$ cat src/rtl/uart_tx_arb.sv
// Two-source round-robin UART 8N1 transmitter with a per-frame restarted bit divider.
// Latency: byte accepted in cycle T, start bit on tx in T+1..T+BIT_CLKS, IDLE again at T+10*BIT_CLKS+1.
// Backpressure: reqN_ready only in IDLE for the arbitration winner; requests during a frame wait.
module uart_tx_arb #(
    parameter int BIT_CLKS = 1042
) (
    input  logic       clk,
    input  logic       rst,
    input  logic       req0_valid,
    input  logic [7:0] req0_data,
    output logic       req0_ready,
    input  logic       req1_valid,
    input  logic [7:0] req1_data,
    output logic       req1_ready,
    output logic       tx,
    output logic       busy,
    output logic       grant_id
);

    localparam int DW = (BIT_CLKS > 1) ? $clog2(BIT_CLKS) : 1;
    localparam logic [DW-1:0] DIV_LAST = DW'(BIT_CLKS - 1);

    typedef enum logic [1:0] {IDLE, START, DATA, STOP} state_t;

    state_t        state, state_nxt;
    logic [DW-1:0] div, div_nxt;
    logic [2:0]    bit_cnt, bit_cnt_nxt;
    logic [7:0]    shreg, shreg_nxt;
    logic          tx_q, tx_nxt;
    logic          busy_q;
    logic          gid, gid_nxt;
    logic          last_grant, last_grant_nxt;
    logic          sel;
    logic          take;
    logic          bit_end;

    // Ties go to the requester that was not served last.
    always_comb begin
        sel        = (req0_valid & req1_valid) ? ~last_grant : req1_valid;
        req0_ready = (state == IDLE) & req0_valid & ~sel & ~rst;
        req1_ready = (state == IDLE) & req1_valid &  sel & ~rst;
        take       = req0_ready | req1_ready;
        bit_end    = (div == DIV_LAST);
    end

    always_comb begin
        state_nxt      = state;
        div_nxt        = bit_end ? '0 : div + DW'(1);
        bit_cnt_nxt    = bit_cnt;
        shreg_nxt      = shreg;
        tx_nxt         = tx_q;
        gid_nxt        = gid;
        last_grant_nxt = last_grant;
        case (state)
            IDLE: begin
                div_nxt = '0;
                if (take) begin
                    state_nxt      = START;
                    shreg_nxt      = sel ? req1_data : req0_data;
                    gid_nxt        = sel;
                    last_grant_nxt = sel;
                    tx_nxt         = 1'b0;
                end
            end
            START: begin
                if (bit_end) begin
                    state_nxt   = DATA;
                    bit_cnt_nxt = 3'd0;
                    tx_nxt      = shreg[0];
                    shreg_nxt   = {1'b0, shreg[7:1]};
                end
            end
            DATA: begin
                if (bit_end) begin
                    if (bit_cnt == 3'd7) begin
                        state_nxt = STOP;
                        tx_nxt    = 1'b1;
                    end else begin
                        bit_cnt_nxt = bit_cnt + 3'd1;
                        tx_nxt      = shreg[0];
                        shreg_nxt   = {1'b0, shreg[7:1]};
                    end
                end
            end
            STOP: begin
                if (bit_end) begin
                    state_nxt = IDLE;
                    tx_nxt    = 1'b1;
                end
            end
            default: state_nxt = IDLE;
        endcase
    end

    always_ff @(posedge clk) begin
        if (rst) begin
            state      <= IDLE;
            div        <= '0;
            bit_cnt    <= 3'd0;
            shreg      <= 8'h00;
            tx_q       <= 1'b1;
            busy_q     <= 1'b0;
            gid        <= 1'b0;
            last_grant <= 1'b1;
        end else begin
            state      <= state_nxt;
            div        <= div_nxt;
            bit_cnt    <= bit_cnt_nxt;
            shreg      <= shreg_nxt;
            tx_q       <= tx_nxt;
            busy_q     <= (state_nxt != IDLE);
            gid        <= gid_nxt;
            last_grant <= last_grant_nxt;
        end
    end

    assign tx       = tx_q;
    assign busy     = busy_q;
    assign grant_id = gid;

endmodule

$ cat config.mk
export PLATFORM = sky130hd
export DESIGN_NAME = uart_tx_arb
export DESIGN_NICKNAME = d
export VERILOG_FILES = /design/src/rtl/uart_tx_arb.sv
export SDC_FILE = /design/constraint.sdc
export NUM_CORES = 1
export LEC_CHECK = 0
export CAP_MARGIN = 10
export CORE_MARGIN = 4
export CORE_UTILIZATION = 35
export DETAILED_ROUTE_END_ITERATION = 12
export MAX_ROUTING_LAYER = met4
export PLACE_DENSITY = 0.55
export SYNTH_ARGS = -nofsm -noshare
export SYNTH_HDL_FRONTEND = slang
export SYNTH_SLANG_ARGS = --single-unit
$ cat constraint.sdc
create_clock -name clk -period 5.3 [get_ports clk]
set_input_delay 1.06 -clock clk [delete_from_list [all_inputs] [get_ports clk]]
set_output_delay 1.06 -clock clk [all_outputs]
set_load 0.02 [all_outputs]
==> results.yml, run 1 <==
sta:
  hold-worst-slack_ns: 0.476
  tns_ns: 0
  max_slew_margin_pct: 57.1
  skew_ns: 0.00338
  finalCritPeriodShare_pct: 72.7
  slew_viol_final: 0
  finalSetupViolations: 0
  max_slew.worst_pin.slew_ns: 0.637
  finalHoldViolCount: 0
  clock.fmax_ghz: 0.259
  fin_crit_ns: 3.85
  rsz0062_at_grt: "false"
floorplanning:
  start_util_pct: 37.5
  die_w_um: 74.6
  io_pins: 25
  core-area_um2: 4140
  fp.dieH_um: 74.6
  row_count: 23
  die_area_um2: 5570
place:
  dp.cells: 241
  portBuffers: 24
  gp_congestion: 0.794
  hpwlAfterDp_um: 2740
yosys:
  syn_inst: 173
  synth_edf_count: 0
  synth.distinct_cells: 40
  synthesis.area_um2: 1550
  ys_seq_elements: 28
  synth.top_cell.area_share_pct: 36.1
  synth_common_cells: "28 x dfxtp_1, 18 x nor2_1, 16 x nand2_1"
  synth.largest_area_cell: "dfxtp_1"
  synth-warning-count: 0
  ys_seq_area_share_pct: 36.1
  async_flop_share_pct: 0
  ys.flop_type: "dfxtp_1"
  synth_most_common_cell: "dfxtp_1"
  synthTopCellsByArea: "dfxtp_1 36%, ha_1 7.3%, mux2i_1 5.2%"
  syn_nets: 202
  syn_avg_cell_area_um2: 8.98
worst_setup_path:
  crit_slowest_cell: "clkdlybuf4s50_1"
  crit_end: "req1_ready"
  startpoint: "req1_valid"
  path_common_cell: "clkdlybuf4s50_1"
  required_ns: 4.24
  start_kind: "primary input"
  crit_family: "buffers and inverters"
  crit_fanout: 10
  path_class: "in2out"
  rr_startpoint: "div[0]"
  cp_cell_sequence: "clkdlybuf4s50_1 > a21boi_0 > buf_4 > nand2_1 > nor2_1 > clkdlybuf4s50_1"
  reg2reg_slack_ns: 2.82
  setup.worst_path.end_class: "output pin"
  slowest_delay_ns: 0.61
  critPathBufInv: 3
  cp.depth: 6
  reg2reg_to: "shreg[7]"
  worstPathArrival_ns: 2.79
  r2r_cells: 5
clock_network:
  htreeDepth: 1
  clock_latency_ns: 0.28
  postCtsSetupBuffers: 0
  hold_buffers: 0
  clkTransAtPathRegs_ns: 0.10
  clock-sinks: 28
  root_buffer: "clkbuf_8"
  cts.path.max_buffers: 2
  cts_resized: 0
  cts_tree: "built"
  cts_buffers: 3
global_route:
  grt.overflow.total: 0
  grt_use_total_pct: 14.1
  grt_max_degree: 16
  antenna_found_initial: 0
  first_global_vias: 1337
  grt_pass1_wl_um: 5880
detailed_routing:
  postRouteWirelength_um: 3600
  drc: 0
  wl_per_cell_um: 14.7
  drt-vias-per-instance: 5.33
  ant_nets: 0
  vias: 1305
  drt_iter0_drc: 41
  dr.pass1.iters: 4
status:
  status: "complete, no violations"
cells_and_area:
  antenna_cells: 0
  design.final.nets: 225
  drive_gt1_share_pct: 10.3
  layout.cells.non_filler: 245
  area_growth_pct: 21.4
pwr:
  p_leak_nw: 0.716
  ir_drop_mv: 0.112
  p_per_area_nw_per_um2: 288
run:
  maxCapViolations: 0
hold_path:
  hold_path_class: "reg2reg"
stage by stage:
step | util, % | cell area (um^2) | total power [mW] | worst slack (ns)
floorplan | - | 1550 | 0.362 | 2.28
global placement | 44.1 | 1830 | 0.405 | 1.49
detailed placement | 44.1 | 1830 | 0.412 | 1.43
CTS | 45.5 | 1880 | 0.550 | 1.41
global route | 45.5 | 1880 | 0.576 | 1.34
finish | 45.5 | 1880 | 0.542 | 1.45
worst register-to-register path, stage by stage (launching register included):
cell,delay (ns)
dfxtp_1,0.42
ha_1,0.17
or4b_4,0.49
o32a_4,0.35
or4_4,0.63
mux2_4,0.33
kinds of logic (layout without fill, tap and decap cells):
group | Yosys count | in the layout | share of synthesized area [%]
mux | 16 | 16 | 11.2
simple gates | 57 | 57 | 18.5
flops | 28 | 28 | 36.1
xor+xnor | 9 | 9 | 5.08
buf+inv | 16 | 38 | 4.35
compound gates | 38 | 38 | 17.5
fa+ha+maj | 9 | 9 | 7.25
registers in the layout, summed over array words and instances (netlist names):
name and flops:
shreg 8, busy 1, div 11, grant_id 1
bit_cnt 3, last_grant 1, state 2, tx 1
cell usage in the layout (no fill, tap or decap), types with 2 or more instances in the layout:
master	count
a221o_1	2
mux2_2	7
nor4_1	2
xor2_1	5
o21ai_0	10
nor3_1	5
mux2i_1	8
xnor2_1	4
dfxtp_1	28
clkdlybuf4s50_1	24
o31ai_1	3
nand4_1	2
o21a_1	8
clkbuf_8	4
inv_1	8
ha_1	9
nand2_1	16
and2_1	2
nand3_1	4
or4b_4	2
nor2_1	18
a21oi_1	6
worst min path at each step:
stage                         from        to  slack [ns]  cells after the start
after detailed placement  shreg[1]  shreg[1]        0.46                      2
after CTS                 shreg[1]  shreg[1]        0.48                      2
after floorplan           shreg[0]  shreg[0]        0.44                      2
after global placement    shreg[2]  shreg[2]        0.45                      2
after global routing      shreg[1]  shreg[1]        0.51                      2
final                     shreg[1]  shreg[1]        0.48                      2
layout make-up:
type	count	area [um^2]
multi-input combinational	129	925
clock buffer	4	55.1
sequential	28	561
inverter	9	33.8
tap	50	62.6
timing repair buffer	25	248
fill	416	2260
power breakdown:
group / internal [mW] / leakage [nW] / switching, mW
sequential: 0.233 / 0.228 / 0.0143
clock: 0.0666 / 0.0288 / 0.0691
combinational: 0.0778 / 0.459 / 0.0811
total: 0.377 / 0.716 / 0.164
routing by layer:
metal,track usage [%],up-vias,wire (um)
met2,25.8,30,1810
met1,15.2,614,1540
met4,3.95,0,61
met3,2.97,6,188
met5,-,-,0
li1,-,655,-
Power figures use the tool's default switching activity.
==> run 2: changes to the inputs <==
- PLACE_DENSITY: 0.55 -> 0.57
- clock period: 5.3 -> 3.3 ns (I/O delays scaled with it)
==> results.yml, run 2 (synthesized netlist as in run 1, its figures left out) <==
clock_network:
  cts.path.max_buffers: 2
  root_buffer: "clkbuf_8"
  postCtsSetupBuffers: 0
  cts_buffers: 3
  clock-sinks: 28
  clock_latency_ns: 0.28
  clkTransAtPathRegs_ns: 0.09
  hold_buffers: 0
  cts_resized: 0
  cts_tree: "built"
  htreeDepth: 1
floorplanning:
  io_pins: 25
  die_area_um2: 5570
  fp.dieH_um: 74.6
  row_count: 23
  core-area_um2: 4140
  die_w_um: 74.6
  start_util_pct: 37.5
cells_and_area:
  area_growth_pct: 22.9
  fillers: 412
  antenna_cells: 0
  largestRegisters: "div x11, shreg x8, bit_cnt x3"
  top_register: "div"
  seq_area_um2: 561
  drive_gt1_share_pct: 10.7
  largest_reg_flops: 11
  final_common_cell: "dfxtp_1"
  design.final.nets: 226
  final_cell_mix: "28 x dfxtp_1, 24 x clkdlybuf4s50_1, 18 x nor2_1, 16 x nand2_1, 10 x o21ai_0"
  multi_input_area_um2: 925
worst_setup_path:
  cp_cell_sequence: "clkdlybuf4s50_1 > a21boi_0 > buf_4 > nor3_1 > clkdlybuf4s50_1"
  required_ns: 2.64
  reg2reg_slack_ns: 0.84
  setup.worst_path.end_class: "output pin"
  critPathBufInv: 3
  crit_slowest_cell: "clkdlybuf4s50_1"
  slowest_delay_ns: 0.64
  start_kind: "primary input"
  crit_family: "buffers and inverters"
  path_common_cell: "clkdlybuf4s50_1"
  crit_fanout: 9
  worstPathArrival_ns: 2.31
  path_class: "in2out"
sta:
  hold-worst-slack_ns: 0.465
  finalSetupViolations: 0
  tns_ns: 0
  fin_crit_ns: 2.97
  clock.fmax_ghz: 0.337
  max_slew.worst_pin.slew_ns: 0.648
  rsz0062_at_grt: "false"
  max_slew_margin_pct: 56.4
  finalCritPeriodShare_pct: 90.0
  skew_ns: 0.00357
  finalHoldViolCount: 0
  slew_viol_final: 0
place:
  portBuffers: 24
  hpwlAfterDp_um: 2610
  gp_congestion: 0.752
pwr:
  ir_drop_mv: 0.221
  p_leak_nw: 0.728
  p_per_area_nw_per_um2: 482
global_route:
  grt.overflow.total: 0
  grt_pass1_wl_um: 5730
  first_global_vias: 1295
  grt_max_degree: 17
  grt_use_total_pct: 13.6
  antenna_found_initial: 0
detailed_routing:
  drc: 0
  wl_per_cell_um: 13.6
  vias: 1307
  ant_nets: 0
  drt_iter0_drc: 50
  postRouteWirelength_um: 3350
  dr.pass1.iters: 4
  drt-vias-per-instance: 5.31
hold_path:
  hold_path_class: "reg2reg"
run:
  maxCapViolations: 0
status:
  status: "complete, no violations"
[run 2: routing by layer]
layer  wire [um]  part of all wire (%)  global-route usage, %
met1        1570                    47                   16.8
met2        1650                    49                   22.3
met3          81                   2.4                   2.57
met4          44                   1.3                   4.55
met5           0                     0                      -
[run 2: tightest hold or removal path: stages (launching register included)]
cell and delay (ns):
dfxtp_1 0.32, nand2_1 0.05, a21oi_1 0.05
[run 2: final cells by class]
class                      count  share of cell area [%]
multi-input combinational    129                    48.5
inverter                       9                    1.77
tap                           50                    3.28
sequential                    28                    29.4
clock inverter                 1                    1.57
clock buffer                   3                    2.16
timing repair buffer          26                    13.4
[run 2: metrics by stage]
step | instances | total power [mW] | utilization, % | setup WS, ns | cell area (um^2)
after global placement | 242 | 0.649 | 44.3 | 0.379 | 1840
final | 246 | 0.920 | 46.0 | 0.329 | 1910
after floorplan | 173 | 0.581 | - | 0.931 | 1550
after detailed placement | 242 | 0.656 | 44.3 | 0.322 | 1840
after CTS | 246 | 0.929 | 46.0 | 0.320 | 1910
after global routing | 246 | 0.971 | 46.0 | 0.177 | 1910
[run 2: final timing paths]
path                            startpoint    endpoint  depth (start not counted)
worst min-delay path              grant_id    grant_id                          2
worst max-delay path            req0_valid  req0_ready                          5
worst max register to register      div[0]    shreg[7]                          5
worst min register to register    grant_id    grant_id                          2
[run 2: power breakdown]
| part | total [mW] | leakage [nW] | switching, mW | internal (mW) |
|---|---|---|---|---|
| logic | 0.254 | 0.464 | 0.129 | 0.126 |
| clock network | 0.272 | 0.0357 | 0.109 | 0.163 |
| registers | 0.394 | 0.228 | 0.0199 | 0.374 |
==> run 3: changes to the inputs <==
- SKIP_CTS_REPAIR_TIMING: unset -> 1
==> results of run 3 <==
The final DEF is identical to that of run 2; final timing and power are the same.
==> patch 1 (settings of run 3) <==
The 4 states of `state_t` get a one-hot encoding in 4 bits.
--- a/src/rtl/uart_tx_arb.sv
+++ b/src/rtl/uart_tx_arb.sv
@@ -20,7 +20,7 @@
     localparam int DW = (BIT_CLKS > 1) ? $clog2(BIT_CLKS) : 1;
     localparam logic [DW-1:0] DIV_LAST = DW'(BIT_CLKS - 1);
 
-    typedef enum logic [1:0] {IDLE, START, DATA, STOP} state_t;
+    typedef enum logic [3:0] {IDLE = 4'b0001, START = 4'b0010, DATA = 4'b0100, STOP = 4'b1000} state_t;
 
     state_t        state, state_nxt;
     logic [DW-1:0] div, div_nxt;
Check against the original RTL: no difference found for any inputs over 10 cycles, from zero or initial values and one cycle with rst high; not proved beyond that.
==> patch 1 against run 3 <==
  * Routed wire length increased by 4.1%
  * Design area rose by 6.8%
  * Register-to-register slack better by 0.38 ns
  * Synthesized area is 6.8% higher
  * First-iteration DRC count rose by 70%
  * Sequential cell count increased by 2
  * Setup slack improved by 0.0049 ns
Power is not compared: it rests on default switching activity, and its combinational part moved more than twofold at a synthesized area within 25%.
==> patch 1: results <==
{
  "run_status": "finished, final reports clean",
  "path_class_of_the_lowest_slack_min_delay_path": "reg -> reg",
  "drt-total-wl_um": 3490,
  "gr-usage-all-layers_pct": 13.1,
  "power.leakage_uw": 0.000744,
  "worst_slew_pin_slew_ns": 0.648,
  "layout_top_registers": "div: 11 flops, shreg: 8 flops, state: 4 flops",
  "rr_worst_depth": 5,
  "grt_antenna_before_repair": 0,
  "first_pass_iters": 4,
  "clkLatencyLatePin_ns": 0.27,
  "pin_count_of_the_biggest_net_entering_global_routing": 19,
  "place.detailed.hpwl_um": 2660,
  "syn-num-nets": 198,
  "min-delay-start": "shreg[3]",
  "clock_tree.buffer_depth": 2,
  "ys_seq_area_share_pct": 36.2,
  "max-vdd-ir-drop_mv": 0.242,
  "worst_r2r_startpoint": "state[3]",
  "worst_setup_path_startpoint": "state[1]",
  "final_layout_size_suffix_gt1_share_pct": 14.9,
  "length_of_routed_met3_wiring_um": 113,
  "cts.htree.levels": 2,
  "detailedRoute.firstIterationViolations": 85,
  "clk_pin_slew_ns": 0.06,
  "detailroute.via_count": 1338,
  "cts_buffers": 5,
  "peak_fanout_along_the_critical_path": 8,
  "synth.distinct_cells": 43,
  "met1Wirelength_um": 1550,
  "grt_pass1_vias": 1354,
  "ys_top_cells_by_area": "sky130_fd_sc_hd__dfxtp_1 (36%), sky130_fd_sc_hd__nor4b_4 (5.7%), sky130_fd_sc_hd__mux2i_1 (5.4%), sky130_fd_sc_hd__mux2_2 (4.8%), sky130_fd_sc_hd__nor2_1 (3.8%)",
  "port_buffer_cells": 24,
  "clock-root-buffer": "sky130_fd_sc_hd__clkbuf_8",
  "skew_ns": 0.00577,
  "detailedPlace.worstSlack_ns": 0.383,
  "final.fill_count": 437,
  "top_layer_used": "met4",
  "diodes": 0,
  "critical_path.max_stage_delay_ns": 0.66,
  "synthArstFlopShare_pct": 0,
  "detailroute.wirelength.met2_um": 1790,
  "synth_commonest_cells": "sky130_fd_sc_hd__dfxtp_1 (30), sky130_fd_sc_hd__nor2_1 (17), sky130_fd_sc_hd__nand2_1 (15)",
  "nNetsFinal": 224,
  "grt_pass1_wl_um": 6230,
  "critPathSlowestCell": "sky130_fd_sc_hd__clkdlybuf4s50_1",
  "gp_congestion": 0.831
}
## patch 1: changes by cell type after synthesis, sizes merged, moves of 3 or more
cell | run 3 | this run
nand4 | 2 | 5
nand3b | 1 | 7
ha | 9 | 4
nor4b | 0 | 7
o211ai | 1 | 8
nor3 | 5 | 2
o21a | 8 | 0
o21ai | 10 | 5
inv | 8 | 3
## patch 1: worst paths after layout
| kind | to | slack [ns] |
|---|---|---|
| max | req0_ready | 0.33 |
| min | shreg[3] | 0.46 |
| max reg2reg | shreg[7] | 1.22 |
| min reg2reg | shreg[3] | 0.46 |
## patch 1: per-stage QoR
step	utilization [%]	instance area, um2	cells	power [uW]
6_report	45.5	2040	253	813
5_1_grt	45.5	2040	253	854
4_1_cts	45.5	2040	253	826
3_5_place_dp	43.5	1950	245	526
3_3_place_gp	43.5	1950	245	522
2_1_floorplan	-	1660	174	476
## patch 1: power breakdown
group / leakage, uW / total [uW] / switching (uW) / internal (uW)
clock: 0.0000482 / 296 / 128 / 168
sequential: 0.000244 / 391 / 12.2 / 379
combinational: 0.000452 / 126 / 55.9 / 70.5
total: 0.000744 / 813 / 196 / 617
## patch 1: area by class of cell
cell class | count | share of cell area [%]
clock inverters | 1 | 0.246
inverters | 3 | 0.553
flip-flops and latches | 30 | 29.5
repair buffers | 28 | 13.3
well taps | 52 | 3.19
multi-input cells | 132 | 49.0
clock buffers | 7 | 4.24
## patch 1: cell families after synthesis
family,after synthesis,synth area share [%]
AO/OA/AOI/OAI,31,12.7
XOR/XNOR,11,6.26
adder cells (fa/ha/maj),4,3.02
buffers and inverters,12,3.55
flip-flops,30,36.2
multiplexers,17,11.1
AND/OR/NAND/NOR,69,27.2
## patch 1: metal layers
layer,global-route usage (%),vias up
met4,2.72,0
met3,3.04,5
li1,-,684
met5,-,-
met2,22.5,18
met1,15.7,631
## patch 1: critical path, delay by kind of cell (launching register included)
kind | cells | cell delay, ns
buffers and inverters | 1 | 0.66
DFF | 1 | 0.43
and+or+nand+nor | 2 | 0.94
==> patch 2 (settings of run 3) <==
Without the edit above. `BIT_CLKS`: 1042 -> 521.
--- a/src/rtl/uart_tx_arb.sv
+++ b/src/rtl/uart_tx_arb.sv
@@ -2,7 +2,7 @@
 // Latency: byte accepted in cycle T, start bit on tx in T+1..T+BIT_CLKS, IDLE again at T+10*BIT_CLKS+1.
 // Backpressure: reqN_ready only in IDLE for the arbitration winner; requests during a frame wait.
 module uart_tx_arb #(
-    parameter int BIT_CLKS = 1042
+    parameter int BIT_CLKS = 521
 ) (
     input  logic       clk,
     input  logic       rst,
Formal check against the unedited RTL: same outputs for any inputs over 10 cycles, from zero or initial values and one cycle with rst high; that may be too few to reach the edited logic, so the function may still have changed.
==> patch 2 against run 3 <==
  * Sequential cell count fell by 1
  * Synthesized area fell by 2.0%
  * Routed wire length is 9.8% higher
  * Largest cell class unchanged
  * Design area decreased by 2.4%
  * Highest routed layer unchanged
  * Critical endpoint is now req1_ready
  * Via count increased by 5.1%
  * Sequential share of layout area decreased by 0.36 points
  * Sequential power decreased by 7.9%
  * Setup slack worse by 0.096 ns
  * Power down 16%
  * Clock skew grew 0.0033 ns
==> patch 2: results <==
{
  "grt_pass1_vias": 1331,
  "grt_pass1_wl_um": 5880,
  "critical_path_arrival_ns": 2.41,
  "clock-root-buffer": "sky130_fd_sc_hd__clkbuf_8",
  "drt-total-wl_um": 3680,
  "run_status": "finished, final reports clean",
  "final_layout_size_suffix_gt1_share_pct": 9.55,
  "power.leakage_uw": 0.000664,
  "met1Wirelength_um": 1720,
  "pin_count_of_the_biggest_net_entering_global_routing": 18,
  "clk_pin_slew_ns": 0.10,
  "avgViaCountPerCell": 5.52,
  "grt_antenna_before_repair": 0,
  "place.detailed.hpwl_um": 2790,
  "layout_top_registers": "div: 10 flops, shreg: 8 flops, bit_cnt: 3 flops",
  "gr-usage-all-layers_pct": 14.2,
  "cts_buffers": 3,
  "detailroute.via_count": 1374,
  "synth.distinct_cells": 44,
  "registers.top_by_ff_count": "div",
  "skew_ns": 0.00685,
  "path_class_of_the_lowest_slack_min_delay_path": "reg -> reg",
  "nNetsFinal": 229,
  "diodes": 0,
  "detailedPlace.worstSlack_ns": 0.253,
  "ys_top_cells_by_area": "sky130_fd_sc_hd__dfxtp_1 (36%), sky130_fd_sc_hd__ha_1 (7.4%), sky130_fd_sc_hd__mux2_2 (5.2%), sky130_fd_sc_hd__nor2_1 (4.7%), sky130_fd_sc_hd__a21oi_1 (4.6%)",
  "detailroute.wirelength.met2_um": 1760,
  "cts.htree.levels": 1,
  "top_layer_used": "met4",
  "clkLatencyLatePin_ns": 0.28,
  "detailedRoute.firstIterationViolations": 125,
  "length_of_routed_met3_wiring_um": 185,
  "syn-num-nets": 205,
  "first_pass_iters": 4,
  "place_area_um2": 1810,
  "synth_commonest_cells": "sky130_fd_sc_hd__dfxtp_1 (27), sky130_fd_sc_hd__nor2_1 (19), sky130_fd_sc_hd__a21oi_1 (14)",
  "place.detailed.instances": 245,
  "ys_seq_area_share_pct": 35.5,
  "max_slew_margin_pct": 44.2,
  "port_buffer_cells": 24,
  "synth_warnings": 0,
  "clock_tree.buffer_depth": 2,
  "max-vdd-ir-drop_mv": 0.171,
  "gp_congestion": 0.817,
  "synthArstFlopShare_pct": 0,
  "peak_fanout_along_the_critical_path": 4,
  "syn-instance-count": 176
}
[patch 2: cell count changes in the layout (fill, tap and decap cells not counted), sizes merged, moves of 3 or more]
cell,before,now
nand2,16,7
a21oi,6,14
nand2b,0,8
mux2i,8,1
o2111ai,0,7
o21a,8,1
nor3,5,1
o21ai,10,14
xor2,5,2
[patch 2: final timing paths]
kind | startpoint | cells after the start | slack (ns) | end
min | shreg[6] | 2 | 0.48 | shreg[6]
min reg2reg | shreg[6] | 2 | 0.48 | shreg[6]
max reg2reg | state[0] | 6 | 1.05 | shreg[7]
max | req1_valid | 4 | 0.23 | req1_ready
[patch 2: through the flow]
step	util, %	power, uW
floorplan	-	506
global placement	44.1	572
detailed placement	44.1	580
CTS	45.3	781
global route	45.3	821
finish	45.3	772
[patch 2: power by group]
group	internal, uW	switching [uW]	leakage (uW)
sequential	351	12.7	0.000220
combinational	95.2	113	0.000418
clock	88.7	112	0.0000261
total	535	238	0.000664
[patch 2: layout make-up]
type	count	area [um2]
multi-input combinational	134	925
fill	412	2250
clock buffer	3	41.3
timing repair buffer	26	255
tap	50	62.6
inverter	8	30.0
clock inverter	1	8.76
sequential	27	541
[patch 2: layer usage]
layer	up-vias	GRT usage, %
met5	-	-
met1	651	18.1
met2	36	21.9
met4	0	6.44
li1	685	-
met3	2	2.70
[patch 2: logic make-up after synthesis]
group / synth area share [%]
AOI/OAI and AO/OA: 22.5
xor gates and xnor gates: 4.61
adders and majority gates: 7.40
buffers and inverters: 3.70
DFF: 35.5
muxes: 5.84
and+or+nand+nor: 20.5
[patch 2: worst max-delay path, stage by stage]
cell and delay, ns:
sky130_fd_sc_hd__clkdlybuf4s50_1 0.52, sky130_fd_sc_hd__a21boi_0 0.33, sky130_fd_sc_hd__nor3b_1 0.26, sky130_fd_sc_hd__clkdlybuf4s50_1 0.64
